`src/rtl/adder_pkg.sv`:
```
// Shared definitions for the round-robin adder arbiter: FSM encoding and default sizes.
package adder_pkg;

  localparam int DEF_BITWIDTH = 32;
  localparam int DEF_NREQ     = 4;

  typedef enum logic {
    ST_IDLE = 1'b0,
    ST_RESP = 1'b1
  } state_e;

endpackage

```
`src/rtl/adder_reg.sv`:
```
// Registered adder with enable and synchronous clear; result is one bit wider to keep the carry.
module adder_reg #(
  parameter int BITWIDTH = 32
) (
  input  logic                i_clk,
  input  logic                i_rst_n,
  input  logic                i_en,
  input  logic                i_clr,
  input  logic [BITWIDTH-1:0] i_a,
  input  logic [BITWIDTH-1:0] i_b,
  output logic [BITWIDTH:0]   o_sum
);

  logic [BITWIDTH:0] r_sum;

  // Clear wins over enable so an abort always leaves a zero result.
  always_ff @(posedge i_clk or negedge i_rst_n) begin
    if (!i_rst_n) begin
      r_sum <= '0;
    end else if (i_clr) begin
      r_sum <= '0;
    end else if (i_en) begin
      r_sum <= {1'b0, i_a} + {1'b0, i_b};
    end
  end

  assign o_sum = r_sum;

endmodule

```
`src/rtl/adder_arb.sv`:
```
// Shares one registered adder among NREQ requesters using a round-robin grant,
// holding each result until the consumer accepts it.
module adder_arb
  import adder_pkg::*;
#(
  parameter  int BITWIDTH = DEF_BITWIDTH,
  parameter  int NREQ     = DEF_NREQ,
  localparam int IDW      = $clog2(NREQ)
) (
  input  logic                           iClk,
  input  logic                           iRstN,
  input  logic [NREQ-1:0]                iReqValid,
  output logic [NREQ-1:0]                oReqReady,
  input  logic [NREQ-1:0][BITWIDTH-1:0]  iReqData0,
  input  logic [NREQ-1:0][BITWIDTH-1:0]  iReqData1,
  output logic                           oRspValid,
  input  logic                           iRspReady,
  output logic [IDW-1:0]                 oRspId,
  output logic [BITWIDTH:0]              oRspData,
  input  logic                           iFlush,
  output logic                           oBusy,
  output state_e                         oDbgState
);

  // Handshakes: a request transfers on an edge where iReqValid[g] & oReqReady[g];
  // a response transfers on an edge where oRspValid & iRspReady. iFlush overrides both.

  state_e           r_state;
  logic [IDW-1:0]   r_rr_ptr;
  logic [IDW-1:0]   r_rsp_id;
  logic [IDW:0]     w_pick;
  logic             w_grant;
  logic [IDW-1:0]   w_gid;
  logic [BITWIDTH:0] w_sum;

  // Returns {found, index} of the first valid bit at or above ptr, wrapping to 0.
  function automatic logic [IDW:0] rr_pick(input logic [NREQ-1:0] valid,
                                           input logic [IDW-1:0]  ptr);
    logic [IDW:0]   res;
    logic [IDW-1:0] idx;
    res = '0;
    for (int i = NREQ - 1; i >= 0; i--) begin
      idx = IDW'((int'(ptr) + i) % NREQ);
      if (valid[idx]) res = {1'b1, idx};
    end
    return res;
  endfunction

  assign w_pick  = rr_pick(iReqValid, r_rr_ptr);
  assign w_gid   = w_pick[IDW-1:0];
  assign w_grant = iRstN && !iFlush && (r_state == ST_IDLE) && w_pick[IDW];

  always_comb begin
    oReqReady = '0;
    if (w_grant) oReqReady[w_gid] = 1'b1;
  end

  adder_reg #(.BITWIDTH(BITWIDTH)) u_adder (
    .i_clk   (iClk),
    .i_rst_n (iRstN),
    .i_en    (w_grant),
    .i_clr   (iFlush),
    .i_a     (iReqData0[w_gid]),
    .i_b     (iReqData1[w_gid]),
    .o_sum   (w_sum)
  );

  always_ff @(posedge iClk or negedge iRstN) begin
    if (!iRstN) begin
      r_state  <= ST_IDLE;
      r_rr_ptr <= '0;
      r_rsp_id <= '0;
    end else if (iFlush) begin
      r_state <= ST_IDLE;
    end else begin
      case (r_state)
        ST_IDLE: begin
          if (w_grant) begin
            r_state  <= ST_RESP;
            r_rsp_id <= w_gid;
            r_rr_ptr <= (w_gid == IDW'(NREQ - 1)) ? '0 : w_gid + 1'b1;
          end
        end
        ST_RESP: begin
          if (iRspReady) r_state <= ST_IDLE;
        end
        default: r_state <= ST_IDLE;
      endcase
    end
  end

  assign oRspValid = (r_state == ST_RESP);
  assign oRspId    = r_rsp_id;
  assign oRspData  = w_sum;
  assign oBusy     = (r_state != ST_IDLE);
  assign oDbgState = r_state;

endmodule

```
`config.mk`:
```
export PLATFORM = sky130hd
export DESIGN_NAME = adder_arb
export DESIGN_NICKNAME = d
export VERILOG_FILES = /design/src/rtl/adder_pkg.sv /design/src/rtl/adder_reg.sv /design/src/rtl/adder_arb.sv
export SDC_FILE = /design/constraint.sdc
export NUM_CORES = 1
export LEC_CHECK = 0
export CORE_UTILIZATION = 39
export DETAILED_ROUTE_END_ITERATION = 6
export HOLD_SLACK_MARGIN = 0.02
export PLACE_DENSITY = 0.81
export SYNTH_ARGS = -nofsm -noshare
export SYNTH_HDL_FRONTEND = slang
export SYNTH_SLANG_ARGS = --single-unit
```
`constraint.sdc`:
```
create_clock -name iClk -period 5.1 [get_ports iClk]
set_input_delay 1.275 -clock iClk [delete_from_list [all_inputs] [get_ports iClk]]
set_output_delay 1.275 -clock iClk [all_outputs]
set_load 0.005 [all_outputs]
```
==> key figures <==
Placement
  – Post-DP Area: about 9000 um^2
  – Dpl cells: 1339
  – Hpwl dp: between 15000 and 20000 um
  – Routability cong.: between 0.9 and 1
  – Buffers added on ports: 305

Flow run
  – Max-Cap Viols: 0

Drt
  – Final WL: 22000 um
  – Residual DRC count: 0
  – Vias/cell: 5.27
  – DRT iter0 DRCs: around 460
  – DR WL/cell: ~16 um
  – DRT antenna net count: 0
  – First drt pass iteration count: 7
  – Vias: 7113

Clock tree
  – Reg clk slew, reported paths: about 0.05 ns
  – CTS hold repair buffers: 0
  – H-Tree Depth: 2
  – CTS tree: yes
  – Longest Clk Path Bufs: 2
  – CTS Buf Count: 5
  – Clock root buffer: clkbuf_16
  – CTS Sinks: 38
  – Clock Latency Late Sink: approximately 0.28 ns

Final layout
  – Layout Cells excl Fill: around 1400
  – Final Cell Area: 9230 um^2
  – Share of post-route cells with drive strength above 1: 9.63%
  – Area Overhead vs Synth: 76.0%
  – Total Nets Final: 1474
  – Antenna diodes: 0

Critical path
  – Arrival time at the worst endpoint: just over 5 ns
  – Slowest cell on the critical path: clkdlybuf4s50_1
  – Critical path's top delay family: compound AO/OA/AOI/OAI gates
  – Crit end category: flip-flop
  – CP Cell Sequence: clkdlybuf4s50_1 > buf_4 > a21oi_1 > o21a_1 > o22ai_4 > inv_2 > buf_4 > a31oi_2 > ha_1 > inv_1 > fa_1 > nor2b_2 > o31a_1 > o21ai_1 > a21o_1 > a21oi_4 > buf_4 > buf_4 > xor2_1 > nand2_1 > a21oi_1
  – Slowest cell delay on critical path: 0.50 ns
  – Critical Path Source Type: input port
  – Crit path kind: input port to flip-flop
  – CP required: about 5.3 ns
  – CP dominant cell by count: buf_4
  – Buf/Inv on CP: 7
  – Worst-path fanout max: 20

Timing
  – Crit path time final: roughly 5 ns
  – Endpoints failing hold: 0
  – Pins Over Slew Limit: 0
  – Final worst path period share: around 96%
  – Max frequency: roughly 0.21 GHz
  – # setup viols final: 0
  – Worst Tran Pin Value: between 0.4 and 0.5 ns
  – Layout Skew: ~0.0044 ns
  – Normalized max-slew margin: 67.7%

Logic synthesis
  – Synth Register Bits: 38
  – Register area share after synthesis: approximately 18%
  – Library cells used by synthesis: 55
  – Async set-reset flop share out of synthesis: between 90% and 100%
  – Synth warn: 0
  – Ys flop type: dfrtp_1
  – Syn avg cell area: 6.24 um^2
  – Synth Instances: 840
  – EDFF count, synth: 0
  – Syn nets: 1141
  – Cell Area, Synth: 5250 um^2

Global routing
  – Grt ovf: 0
  – Vias in the first global route: roughly 6900
  – GRT Resource Usage Total: a little under a third
  – Largest net degree at the start of global routing: 53
  – First-pass GRT wire length: 34800 um
  – Antenna violations before repair: 0

Pwr
  – Clock power share: 6.0%
  – P_int: around 2.7 mW
  – Sequential share of power: around 10%
  – Power per cell area: roughly 540 nW/um^2
  – Sw Ratio: about 47%
  – Combinational share of power: between 80 and 90%
  – P_leak: around 4.2 nW
  – NetSw: 2.35 mW
  – VDD IR max: approximately 0.23 mV

Floorplanning
  – Chip height: 118 um
  – Die width: between 100 and 150 um
  – FP Rows: 42
  – Die footprint: approximately 14000 um^2
  – Initial Utilization: between 30% and 40%
  – # IOs: around 310
  – CORE AREA: 13200 um^2

Worst hold path
  – Worst min path class: flip-flop to flip-flop

Status
  – Outcome: completed
-- kinds of logic after synthesis --
kind of cell	after synthesis	share of synthesized area, %
AND/OR/NAND/NOR	469	39.1
multiplexers	1	0.191
buffers and inverters	71	5.46
XOR/XNOR	26	4.34
flip-flops	38	18.1
AO/OA/AOI/OAI	198	23.9
adder cells (fa/ha/maj)	37	8.97
-- cell type report --
class	instances	area [um^2]
Clock buffer	7	143
Multi-Input combinational cell	731	4080
Clock inverter	1	5.00
Sequential cell	38	951
Fill cell	1146	3960
Tap cell	176	220
Timing Repair Buffer	387	3790
Inverter	10	42.5
-- cells in the mapped netlist (all sizes together) (12+ instances only) --
cell type | number | share of area, %
dfrtp | 38 | 18
o21ai | 23 | 2.2
nor2 | 19 | 1.4
nand3 | 12 | 1.1
and3 | 66 | 7.9
ha | 36 | 8.6
clkbuf | 48 | 3.4
nand2 | 333 | 24
a21o | 16 | 2.3
a21oi | 62 | 6.1
buf | 13 | 1.3
a31oi | 65 | 7.8
xnor2 | 17 | 2.8
-- sequential cells by signal, indices dropped and copies added (netlist names) --
signal / cells
u_adder.o_sum: 33
oBusy: 1
r_rr_ptr: 2
oRspId: 2
-- layout by cell type, fill, tap and decap left out, types with 3 or more instances in the layout --
cell type,netlist,final
nand2b_1,5,5
nor2b_1,6,5
a211oi_1,5,4
inv_1,9,8
buf_4,2,72
and3_1,66,66
nand3b_1,4,4
nand3_1,12,12
ha_1,36,36
o21ai_1,5,6
nor3_1,7,6
nand2_1,333,333
o21a_1,5,5
a21o_1,16,16
a21oi_2,3,6
nor2_1,18,18
a21oi_1,59,55
clkdlybuf4s50_1,0,303
clkbuf_16,0,6
xnor2_1,17,17
buf_12,0,7
o21bai_1,3,3
xor2_1,9,9
o21ai_0,18,17
and2_1,6,6
a31oi_1,65,64
dfrtp_1,38,38
-- layer usage --
metal / up-vias / track usage [%] / share of wire (%)
met1: 3220 / 42.8 / 46
met5: - / 0 / 0
met3: 38 / 3.68 / 5.9
met4: 0 / 9.86 / 2.3
li1: 3561 / - / -
met2: 294 / 50.4 / 46
-- worst reg2reg max path, delay by kind of cell, from the launching register on --
| kind | cells | cell delay, ns |
|---|---|---|
| adder cells (fa/ha/maj) | 2 | 0.60 |
| AND/OR/NAND/NOR | 4 | 0.46 |
| AO/OA/AOI/OAI | 7 | 1.36 |
| flip-flops | 1 | 0.53 |
| multiplexers | 1 | 0.18 |
| buffers and inverters | 5 | 0.63 |
| XOR/XNOR | 1 | 0.14 |
-- what timing repair did --
action / in CTS / in global routing
resized for setup: 0 / 14
endpoints found under the setup margin: 0 / 17
setup buffers: 0 / 2
hold endpoints to repair: 0 / 0
-- power groups by stage --
stage / Sequential [mW] / Combinational [mW] / Clock [mW]
6_report: 0.511 / 4.21 / 0.302
5_1_grt: 0.527 / 4.58 / 0.320
4_1_cts: 0.510 / 4.08 / 0.309
3_5_place_dp: 0.516 / 4.06 / 0
3_3_place_gp: 0.507 / 4.04 / 0
2_1_floorplan: 0.511 / 2.30 / 0
-- per-stage QoR --
step | hold slack [ns] | setup TNS, ns | setup slack [ns] | utilization (%) | power, mW
floorplan | 0.473 | 0 | 0.622 | - | 2.81
global placement | 0.462 | -0.234 | -0.0795 | 68.1 | 4.54
detailed placement | 0.475 | -1.17 | -0.186 | 68.1 | 4.57
CTS | 0.487 | 0 | 0.0538 | 69.2 | 4.90
global route | 0.519 | -0.0287 | -0.0147 | 70.0 | 5.43
finish | 0.490 | 0 | 0.224 | 70.0 | 5.02
-- worst paths after layout --
| path | slack (ns) | end | startpoint | cells after the start |
|---|---|---|---|---|
| max in group asynchronous | 3.65 | u_adder.o_sum[25] | iRstN | 2 |
| min | 0.49 | oRspId[1] | oRspId[1] | 2 |
| min reg2reg | 0.49 | oRspId[1] | oRspId[1] | 2 |
| max | 0.22 | u_adder.o_sum[20] | iReqValid[0] | 21 |
| min in group asynchronous | 1.11 | u_adder.o_sum[4] | iRstN | 2 |
| max reg2reg | 1.12 | u_adder.o_sum[20] | r_rr_ptr[1] | 20 |
Note: power is estimated with default switching activity, not from simulation.
==> RTL change (same settings) <==
Change the package constant `DEF_NREQ` from 4 to 2.
--- a/src/rtl/adder_pkg.sv
+++ b/src/rtl/adder_pkg.sv
@@ -3,5 +3,5 @@
 
   localparam int DEF_BITWIDTH = 32;
-  localparam int DEF_NREQ     = 4;
+  localparam int DEF_NREQ     = 2;
 
   typedef enum logic {
Ports: changed (5 resized); port bits go from 306 to 173. The function was not compared with the original's and may differ.
==> RTL change against the original RTL <==
Design area decreased by 34%. Via count is 38% lower. Worst setup slack improved by 0.27 ns. Register-to-register slack gained 0.54 ns. Critical path depth down 9. Global-route usage fell by 8.4 points. Wire length shrank 43%. Maximum frequency up 5.8%. Sequential cell count down 2. Synthesized area decreased by 21%. Largest cell class unchanged. Hold slack improved by 0.0041 ns. Critical path type unchanged.
Power is not compared: it rests on default switching activity, and its combinational part moved more than twofold at a synthesized area within 25%.
==> RTL change: results (changes against the original RTL) <==
status=finished, final reports clean; CTS Buffer Depth=2 (unchanged); number of instances resized during post-cts repair=0 (unchanged); Ys Warns=0 (unchanged); Unique masters post-synth=69 (+25%); synth top area cells=dfrtp_1 (22%), mux2_2 (18%), ha_1 (9.7%); Post-Syn Area per Cell=8.324 sq um (+33%); Post-CTS Setup Bufs=0 (unchanged); Pre-Repair DR Iteration Count=4 (-3); share of cells above drive strength 1=0.1560 (+0.05971); GP Congestion=0.8616 (-8.5%); max FFs per register=33 (unchanged); Setup WS pre-CTS=0.2241 ns (+0.4104 ns); WHS=0.4939 ns (+0.004142 ns); worst clock skew=0.005122 ns (+0.0007289 ns); R2R Path End=u_adder.o_sum[28]; CP max stage delay=0.50 ns (about the same); largest net degree at the start of global routing=47 (-11%); # H-tree levels=2 (unchanged); R2R setup slack=1.66 ns (+0.54 ns); iteration-0 DRC count of the detailed router=217 (-53%); clock latency on the worst-skew pair=0.30 ns (+0.02 ns); placement-stage cell area=5966 sq um (-34%); Min-Delay Endpoint=u_adder.o_sum[14]; detailed placement HPWL=10000 microns (-45%); Vias/cell=5.553 (+5.4%); Synth Area in Compound Gates=0.2302 (-0.008364); Worst-Margin Slew=0.5273 ns (+0.04343 ns); R2R cell count=10 (-50%); PortBufs=172 (-44%); commonest cells in the synthesized netlist=mux2_2 (65), nand2_1 (52), a21oi_1 (43), dfrtp_1 (36); syn nets=662 (-42%); Post-Synth XOR/XNOR Area=0.03401 (-0.009404); Synth Area in Adders=0.1020 (+0.01234); Worst Path Max Fanout=46 (+130%); GRT Overall Usage=0.2273 (-0.08353); combinational power=839 uW; Worst Hold Launch=u_adder.o_sum[14]; total power=1.411 mW; switching power total=approximately 540 uW; Clock transition at path regs=0.08 ns (+0.03 ns); placed instance count=782 (-42%); nets=820 (-44%); Clock power frac=0.156; mux cell area share after synthesis=0.1825 (+0.1806); peak supply drop=0.1200 mV; root buffer cell=clkbuf_8; CP max stage cell=clkdlybuf4s50_1; crit path DAT=4.79 ns (-0.29 ns); initial antenna violation count=0 (unchanged); Num CTS Buffers=5 (unchanged); post-synthesis sequential area ratio=0.2186 (+0.03735); Detailed Route WL=12470 microns (-43%); Critical R2R Launch=r_rr_ptr; first-pass GRT wire length=20600 microns (-41%); Vias=4387 (-38%)
==> RTL change: cell types whose count changed after synthesis, sizes merged, moves of 6 or more <==
cell and change:
a21oi -17, mux2 +65, and3 -62, clkbuf -25
xnor2 -7, nand2 -280, nor2 +13, o21ai +6
nand4 +11, a31oi -60
==> RTL change: final cells by class <==
| class | instances | area, sq um |
|---|---|---|
| inverters | 10 | 37.54 |
| clock buffers | 6 | 82.58 |
| repair buffers | 186 | 1834 |
| fillers | 962 | 4219 |
| well taps | 136 | 170.2 |
| clock inverters | 2 | 10.01 |
| flip-flops and latches | 36 | 900.9 |
| multi-input cells | 414 | 3023 |
==> RTL change: worst max-delay path: cells and delay by family <==
family / cells / cell delay [ns]
fa+ha+maj: 1 / 0.42
simple gates: 1 / 0.36
mux: 1 / 0.37
buf+inv: 3 / 0.82
compound gates: 6 / 1.50
==> RTL change: worst max-delay path by stage <==
| stage | from | to | slack, ns | cells past startpoint |
|---|---|---|---|---|
| after floorplan | iReqValid[0] | u_adder.o_sum[25] | 0.58 | 13 |
| after global placement | iReqValid[0] | u_adder.o_sum[25] | 0.29 | 13 |
| after detailed placement | iReqValid[0] | u_adder.o_sum[28] | 0.22 | 12 |
| after CTS | iReqValid[0] | u_adder.o_sum[28] | 0.52 | 12 |
| after global routing | iReqValid[0] | u_adder.o_sum[25] | 0.33 | 13 |
| final | iReqValid[0] | u_adder.o_sum[28] | 0.49 | 12 |
==> RTL change: layer usage <==
metal,GRT usage,part of all wire,wire length (microns)
met1,0.2836,0.43,5331
met2,0.4120,0.49,6136
met3,0.02807,0.067,829
met4,0.05734,0.014,169
met5,0,0,0
